$ cat src/rtl/sram_pkg.sv
// Shared types and limits for the SRAM pin-level responder.
package sram_pkg;

    localparam int READ_LAT_MAX = 4;

    typedef enum logic [1:0] {
        S_IDLE,
        S_WRITE,
        S_READ_WAIT,
        S_READ_DRIVE
    } resp_state_t;

endpackage

$ cat src/rtl/sram_resp_array.sv
// Single-port storage: synchronous write, registered read.
// The read register doubles as the responder's dq output, so only it is reset.
module sram_resp_array #(
    parameter int ADDR_W = 8,
    parameter int DATA_W = 16
) (
    input  logic              clk,
    input  logic              rst_n,
    input  logic              we,
    input  logic              re,
    input  logic [ADDR_W-1:0] addr,
    input  logic [DATA_W-1:0] wdata,
    output logic [DATA_W-1:0] rdata
);

    logic [DATA_W-1:0] mem [0:(1<<ADDR_W)-1];

    always_ff @(posedge clk) begin
        if (we)
            mem[addr] <= wdata;
    end

    always_ff @(posedge clk or negedge rst_n) begin
        if (!rst_n)
            rdata <= '0;
        else if (re)
            rdata <= mem[addr];
    end

endmodule

$ cat src/rtl/sram_responder.sv
// Memory-side endpoint for the async-SRAM pin interface: decodes ce/oe/we,
// returns reads after READ_LAT cycles on a split dq bus, flags protocol abuse.
module sram_responder
    import sram_pkg::*;
#(
    parameter int ADDR_W   = 8,
    parameter int DATA_W   = 16,
    parameter int READ_LAT = 1,
    parameter int CNT_W    = 16
) (
    input  logic              clk,
    input  logic              rst_n,
    input  logic              sram_ce_n,
    input  logic              sram_oe_n,
    input  logic              sram_we_n,
    input  logic [ADDR_W-1:0] sram_addr,
    input  logic [DATA_W-1:0] sram_dq_in,
    output logic [DATA_W-1:0] sram_dq_out,
    output logic              sram_dq_oe,
    output logic              illegal_err,
    output logic              contention_err,
    output logic [CNT_W-1:0]  rd_count,
    output logic [CNT_W-1:0]  wr_count
);

    localparam int CW = $clog2(READ_LAT_MAX);

    generate
        if ((READ_LAT < 1) || (READ_LAT > READ_LAT_MAX)) begin : g_bad_lat
            $error("sram_responder: READ_LAT must be 1..4");
        end
    endgenerate

    resp_state_t       state, state_nxt;
    logic [ADDR_W-1:0] wr_addr, rd_addr, mem_addr;
    logic [DATA_W-1:0] wr_data;
    logic [CW-1:0]     cnt;
    logic              wr_req, rd_req;
    logic              mem_we, mem_re, wr_latch, rd_latch, cnt_load;
    logic              oe_set, oe_clr, rd_inc, wr_inc, illegal_set, contention_set;

    assign wr_req = !sram_ce_n && !sram_we_n;
    assign rd_req = !sram_ce_n && !sram_oe_n && sram_we_n;

    always_comb begin
        state_nxt      = state;
        mem_addr       = rd_addr;
        mem_we         = 1'b0;
        mem_re         = 1'b0;
        wr_latch       = 1'b0;
        rd_latch       = 1'b0;
        cnt_load       = 1'b0;
        oe_set         = 1'b0;
        oe_clr         = 1'b0;
        rd_inc         = 1'b0;
        wr_inc         = 1'b0;
        illegal_set    = 1'b0;
        contention_set = 1'b0;
        case (state)
            S_IDLE: begin
                // Single-latency reads fetch straight off the pins this edge.
                mem_addr = sram_addr;
                if (wr_req && !sram_oe_n) begin
                    illegal_set = 1'b1;
                end else if (wr_req) begin
                    wr_latch  = 1'b1;
                    state_nxt = S_WRITE;
                end else if (rd_req) begin
                    rd_latch = 1'b1;
                    cnt_load = 1'b1;
                    if (READ_LAT == 1) begin
                        mem_re    = 1'b1;
                        oe_set    = 1'b1;
                        state_nxt = S_READ_DRIVE;
                    end else begin
                        state_nxt = S_READ_WAIT;
                    end
                end
            end
            S_WRITE: begin
                mem_addr = wr_addr;
                if (wr_req) begin
                    wr_latch = 1'b1;
                end else begin
                    mem_we    = 1'b1;
                    wr_inc    = 1'b1;
                    state_nxt = S_IDLE;
                end
            end
            S_READ_WAIT: begin
                // Fetch on the edge where the count would reach zero.
                if (cnt == CW'(1)) begin
                    mem_re    = 1'b1;
                    oe_set    = 1'b1;
                    state_nxt = S_READ_DRIVE;
                end
                contention_set = wr_req && sram_dq_oe;
            end
            S_READ_DRIVE: begin
                oe_clr         = 1'b1;
                rd_inc         = 1'b1;
                state_nxt      = S_IDLE;
                contention_set = wr_req && sram_dq_oe;
            end
            default: state_nxt = S_IDLE;
        endcase
    end

    always_ff @(posedge clk or negedge rst_n) begin
        if (!rst_n) begin
            state          <= S_IDLE;
            cnt            <= '0;
            wr_addr        <= '0;
            wr_data        <= '0;
            rd_addr        <= '0;
            sram_dq_oe     <= 1'b0;
            illegal_err    <= 1'b0;
            contention_err <= 1'b0;
            rd_count       <= '0;
            wr_count       <= '0;
        end else begin
            state <= state_nxt;
            if (cnt_load)
                cnt <= CW'(READ_LAT - 1);
            else if (state == S_READ_WAIT)
                cnt <= cnt - CW'(1);
            if (wr_latch) begin
                wr_addr <= sram_addr;
                wr_data <= sram_dq_in;
            end
            if (rd_latch)
                rd_addr <= sram_addr;
            if (oe_set)
                sram_dq_oe <= 1'b1;
            else if (oe_clr)
                sram_dq_oe <= 1'b0;
            if (illegal_set)
                illegal_err <= 1'b1;
            if (contention_set)
                contention_err <= 1'b1;
            if (rd_inc && (rd_count != '1))
                rd_count <= rd_count + CNT_W'(1);
            if (wr_inc && (wr_count != '1))
                wr_count <= wr_count + CNT_W'(1);
        end
    end

    sram_resp_array #(
        .ADDR_W(ADDR_W),
        .DATA_W(DATA_W)
    ) u_array (
        .clk  (clk),
        .rst_n(rst_n),
        .we   (mem_we),
        .re   (mem_re),
        .addr (mem_addr),
        .wdata(wr_data),
        .rdata(sram_dq_out)
    );

endmodule

$ cat config.mk
export PLATFORM = sky130hd
export DESIGN_NAME = sram_responder
export DESIGN_NICKNAME = d
export VERILOG_FILES = /design/src/rtl/sram_pkg.sv /design/src/rtl/sram_resp_array.sv /design/src/rtl/sram_responder.sv
export SDC_FILE = /design/constraint.sdc
export NUM_CORES = 2
export LEC_CHECK = 0
export CORE_ASPECT_RATIO = 1.2
export CORE_MARGIN = 2
export CORE_UTILIZATION = 45
export DETAILED_ROUTE_END_ITERATION = 10
export DONT_BUFFER_PORTS = 1
export PLACE_DENSITY_LB_ADDON = 0.05
export SYNTH_ARGS = -nofsm -noshare
export SYNTH_HDL_FRONTEND = slang
export SYNTH_SLANG_ARGS = --single-unit
$ cat constraint.sdc
create_clock -name clk -period 6.88 [get_ports clk]
set_clock_uncertainty 0.1 [all_clocks]
set_input_delay 0.688 -clock clk [delete_from_list [all_inputs] [get_ports clk]]
set_output_delay 0.688 -clock clk [all_outputs]
set_load 0.02 [all_outputs]
; Word-level counts from Yosys, hierarchy flattened
; Memories as Yosys holds them, arrays and structs flattened. A register that Yosys moved wholly into a read port is not among the register bits.
; Index checks and enable logic that the tools add are counted.
[op_classes]
order_cmp = 0
muxes = 28
shifts = 0
n_bitwise = 0
n_reduce_logical = 16
multipliers = 0
div = 0
n_eq_ne = 10
n_addsub = 3
[op_table]
columns = operator, count
row1 = $add 16x1->16 const B, 2
row2 = $ne 16x16->1 const B, 2
row3 = $mux 1, 17
row4 = $pmux 8 s2, 1
row5 = $mux 2, 7
row6 = $pmux 2 s4, 1
row7 = $logic_and 1x1->1, 7
row8 = $ne 2x2->1 const B, 3
row9 = $eq 2x1->1 const B, 2
row10 = $eq 2x2->1 const B, 2
row11 = $logic_not 1->1, 4
row12 = $pmux 1 s2, 2
row13 = $reduce_and 4->1, 1
row14 = $reduce_bool 2->1, 2
row15 = $ne 3x3->1 const B, 1
row16 = $logic_not 2->1, 1
row17 = $reduce_or 2->1, 1
row18 = $sub 2x1->2 const B, 1
[word_totals]
romBits = 0
out_inout_bits = 51
elab_cells = 68
mem_count = 1
latchBits = 0
mem_bits_rw = 4096
ff_bits = 71
inputBits = 29
[memory_table]
columns = name, words, width, read_ports, rd_clocked_by_memory_dff, write_ports, line_no
row1 = u_array.mem, 256, 16, 1, 1, 1, sram_resp_array.sv:16  ; logic [DATA_W-1:0] mem [0:(1<<ADDR_W)-1];

; Longest topological paths before layout
[logic_depth]
ltp_word = 8
ltp_mapped = 15
ltp_nobuf = 10

; Cells and area by module
; From an unflattened synthesis, not the netlist that was laid out.
[unflattened]
cells_unflattened = 7269
area_unflattened_um2 = 161108.3
[modules_own_cells]
columns = module, area_each_um2, cells_each, seq_area_each_um2, n_inst
row1 = sram_resp_array, 157900.2, 7003, 123398.3, 1
row2 = sram_responder, 3208.1, 266, 1776.7, 1

; Worst setup path before layout
; Ideal clock, no wire load.
[synth_path]
path_kind = register -> register
startpoint = register wr_data[0]
endpoint = memory u_array.mem[0][0] (data pin)
path_stages_with_launch = 1
required_time_ns = 5.977
setup_time_ns = 0.803
arrival_ns = 3.181
period_less_slack_ns = 4.084
slack_ns = 2.796
n_path_buf = 0
path_cell_list = dfrtp_1
[synth_lines]
columns = item, line_no
row1 = from (decl), sram_responder.sv:36  ; logic [DATA_W-1:0] wr_data;
row2 = from (signal assigned), sram_responder.sv:129  ; wr_data <= sram_dq_in;
row3 = to (decl), sram_resp_array.sv:16
; No word-level cell before the write port.

; Final worst setup path
[layout_path]
startpoint = register state[0]
endpoint = register u_array.rdata[10], read port of u_array.mem
[layout_between]
elab_chain_cells = 2
elab_cells_between_ends = 5
cone_classes = eq/ne: 2 / mux: 2 / reduce/logical: 1
[layout_lines]
columns = item, line_no
row1 = from (decl), sram_responder.sv:34  ; resp_state_t state, state_nxt;
row2 = from (signal assigned), sram_responder.sv:122  ; state <= state_nxt;
row3 = "$eq 2x1->1, or another cell as far along", sram_responder.sv:59  ; case (state)
row4 = $pmux 8 s2 or $pmux 1 s2 (tied branches), sram_responder.sv:59
row5 = to (decl), sram_resp_array.sv:13  ; output logic [DATA_W-1:0] rdata
; Several ways; a longest one is shown, not always the timed one.
; A chain may end at the register's enable or synchronous reset.

==> metrics.md <==
| Metric | Value |
|---|---|
| Status | finished, violations left |
| Failing checks | slew limit |
| Multi-input gate area | 34900 µm² |
| Vias in the first global route | 96056 |
| Final nets | 11174 |
| Clk Latency, worst-skew pair | 0.97 ns |
| Die H | 663 µm |
| Sw Share | 0.408 |
| Netlist cell types | 55 |
| Number of gates resized after cts | 0 |
| Ys Warns | 0 |
| P_int | 54.4 mW |
| Tot Pwr | 92.0 mW |
| Seq pwr share | 0.365 |
| NetSw | 37.5 mW |
| Final Hold Vio Count | 0 |
| Largest net degree at the start of global routing | 181 |
| Reg2reg end | u_array.rdata[10] |
| Placed cells | 15452 |
| Avg Cell Area, Syn | 14.8 µm² |
| Initial antenna violation count | 20 |
| Post-layout min period | 6.04 ns |
| Reg2reg path depth | 11 |
| Fin Hold WS | 0.180 ns |
| Dpl hpwl | 294 mm |
| Layout cell share with drive strength beyond 1 | 0.124 |
| Pwr Density | 500 nW/µm² |
| CTS Sinks | 4183 |
| GPL Wtd Cong | 0.837 |
| Max Cap Violations | 0 |
| Most common cell after layout, fill and taps aside | edfxtp_1 |
| Cell Rows | 242 |
| Clk slew on worst S/H paths | 0.06 ns |
| Min-Delay Path Class | in2async |
| # hold bufs at CTS | 29 |
| Async SR Flop Fraction | 0.0208 |
| Overflow after GRT | 0 |
| Ys flop type | edfxtp_1 |
| Crit path DAT | 6.79 ns |
| DRT iter0 DRCs | 11265 |
| Register area | 125000 µm² |
| Most frequent cells in the layout | edfxtp_1 (4096), a21oi_1 (2047), nand2_1 (1858) |
| Unrepaired setup endpoints after global routing | no |
| Rel. slew slack | -0.0800 |
| TritonRoute pass-1 iters | 6 |
| CP max FO | 70 |
| Register area share after synthesis | 0.768 |
| Io pins | 80 |
| Via Count | 99405 |
| Clock root cell | clkbuf_16 |
| Mapped Area | 163000 µm² |
| Antenna Nets Post-Route | 0 |
| FILL cells | 30308 |
| CP max stage cell | a22oi_1 |
| Reg2reg start | state[0] |
| Post-CTS Setup Inserts | 0 |
| Die ar. | 367000 µm² |
| DIE WIDTH | 554 µm |
| Final Setup Violations | 0 |
| Logic pwr share | 0.395 |
| Max Clk Rate | 0.166 GHz |
| Clk pwr share | 0.240 |
| CP max stage delay | 0.98 ns |
| Crit-path cells | mux2_4, o21ai_4, buf_12, buf_4, mux4_2, a22oi_1, a21oi_1, or4_1, a22oi_1, buf_4, a21oi_1 |
| Total GRT Usage | 0.272 |
| # DRC | 0 |
| Core area | 362000 µm² |
| Crit path capture type | flop |
| EDFF count, synth | 4096 |
| Critical path class | reg2reg |
| Syn-to-layout area delta | 12.9% |
| Leakage | 59.6 nW |
| Post-Syn Instances | 11020 |
| # port buffers | 0 |
| Worst-margin pin slew | 1.62 ns |
| Register-to-register setup slack | 0.84 ns |
| Fin crit share | 0.878 |
| CTS tree | yes |
| CTS buffer count | 417 |
| Starting Density | 0.451 |
| Fin Setup TNS | 0 ns |
| Routed vias/inst | 6.12 |
| CTS max path bufs | 4 |
| Wire length per cell | 31.6 µm |
| Yosys reg bits | 4183 |
| Non-filler cells, final | 16239 |
| DRT Wirelength | 512 mm |
| First-pass GRT wire length | 723 mm |
| Worst vdd ir | 0.000392 V |
| H-tree depth | 5 |
| Syn Nets | 11052 |
| Fin. max-slew vios | 60 |
| Critical Path Source Type | flop |
| WP data required | 7.63 ns |
-- how the worst max path moves through the flow --
stage / from / end / slack [ns] / cells past startpoint
2_1_floorplan: wr_data[0] / u_array.mem[0][0] / 2.80 / 0
3_3_place_gp: state[0] / u_array.rdata[10] / 1.08 / 11
3_5_place_dp: state[0] / u_array.rdata[10] / 1.09 / 11
4_1_cts: state[0] / u_array.rdata[10] / 1.07 / 11
5_1_grt: state[0] / u_array.rdata[10] / 0.80 / 11
6_report: state[0] / u_array.rdata[10] / 0.84 / 11
-- cell families after synthesis --
group | Yosys count | synth area share
flip-flops | 4183 | 0.768
buffers and inverters | 831 | 0.0234
adder cells (fa/ha/maj) | 3 | 0.000230
AO/OA/AOI/OAI | 3548 | 0.133
AND/OR/NAND/NOR | 2252 | 0.0535
XOR/XNOR | 29 | 0.00156
multiplexers | 174 | 0.0209
-- power by group through the flow --
| stage | combinational, mW | sequential (mW) | clock [mW] |
|---|---|---|---|
| 2_1_floorplan | 19.4 | 35.4 | 0 |
| 3_3_place_gp | 35.9 | 34.0 | 0 |
| 3_5_place_dp | 36.5 | 34.0 | 0 |
| 4_1_cts | 36.6 | 33.5 | 22.4 |
| 5_1_grt | 38.7 | 33.6 | 23.4 |
| 6_report | 36.3 | 33.5 | 22.1 |
-- cell type report --
cell class,instances,share of cell area
well taps,4758,0.0323
clock inverters,218,0.0101
multi-input cells,6006,0.189
inverters,5,0.000102
clock buffers,534,0.0605
flip-flops and latches,4183,0.680
repair buffers,529,0.0271
diodes,6,0.0000816
-- Yosys cell counts (5+ instances only) --
master / instances / area (µm²)
o211a_1: 29 / 290
xnor2_1: 20 / 175
nor3_1: 54 / 270
and3_1: 6 / 37.5
nor2_1: 241 / 905
mux2_2: 34 / 383
buf_4: 36 / 270
a22oi_1: 1398 / 10500
a21oi_1: 2048 / 10200
buf_2: 175 / 876
inv_1: 5 / 18.8
xor2_1: 9 / 78.8
buf_1: 115 / 432
nand3_1: 10 / 50.1
o21ai_0: 5 / 25.0
dfrtp_1: 87 / 2180
nand2_1: 1878 / 7050
or4_1: 5 / 37.5
clkbuf_1: 461 / 1730
buf_6: 31 / 349
o31ai_2: 14 / 175
buf_8: 5 / 75.1
o41ai_1: 28 / 245
nand4_1: 8 / 50.1
nand2b_1: 6 / 37.5
edfxtp_1: 4096 / 123000
o21a_1: 7 / 52.6
mux4_2: 125 / 2820
nor4_1: 28 / 175
mux2i_1: 11 / 110
-- routing by layer --
| layer | vias up | track usage | part of all wire |
|---|---|---|---|
| li1 | 42804 | - | - |
| met3 | 664 | 0.0392 | 0.068 |
| met2 | 3783 | 0.446 | 0.48 |
| met4 | 8 | 0.0856 | 0.034 |
| met1 | 52146 | 0.377 | 0.41 |
| met5 | - | 0 | 0.00013 |
-- worst max-delay path, delay by kind of cell (launching register included) --
kind | cells | cell delay, ns
DFF | 1 | 0.75
and+or+nand+nor | 1 | 0.65
buffers and inverters | 3 | 1.18
muxes | 2 | 0.97
AOI/OAI and AO/OA | 5 | 1.95
-- sequential cells by signal, indices dropped and copies added (netlist names) --
name,flops
sram_dq_oe,1
contention_err,1
wr_addr,8
cnt,2
wr_data,16
rd_addr,8
state,2
u_array.mem,4096
wr_count,16
illegal_err,1
rd_count,16
u_array.rdata,16
-- through the flow --
| stage | area [µm²] | utilization | setup slack (ns) |
|---|---|---|---|
| floorplan | 163000 | - | 2.80 |
| global placement | 171000 | 0.472 | 1.08 |
| detailed placement | 171000 | 0.472 | 1.09 |
| CTS | 184000 | 0.509 | 1.07 |
| global route | 184000 | 0.509 | 0.803 |
| finish | 184000 | 0.509 | 0.841 |
Power figures use the tool's default switching activity.
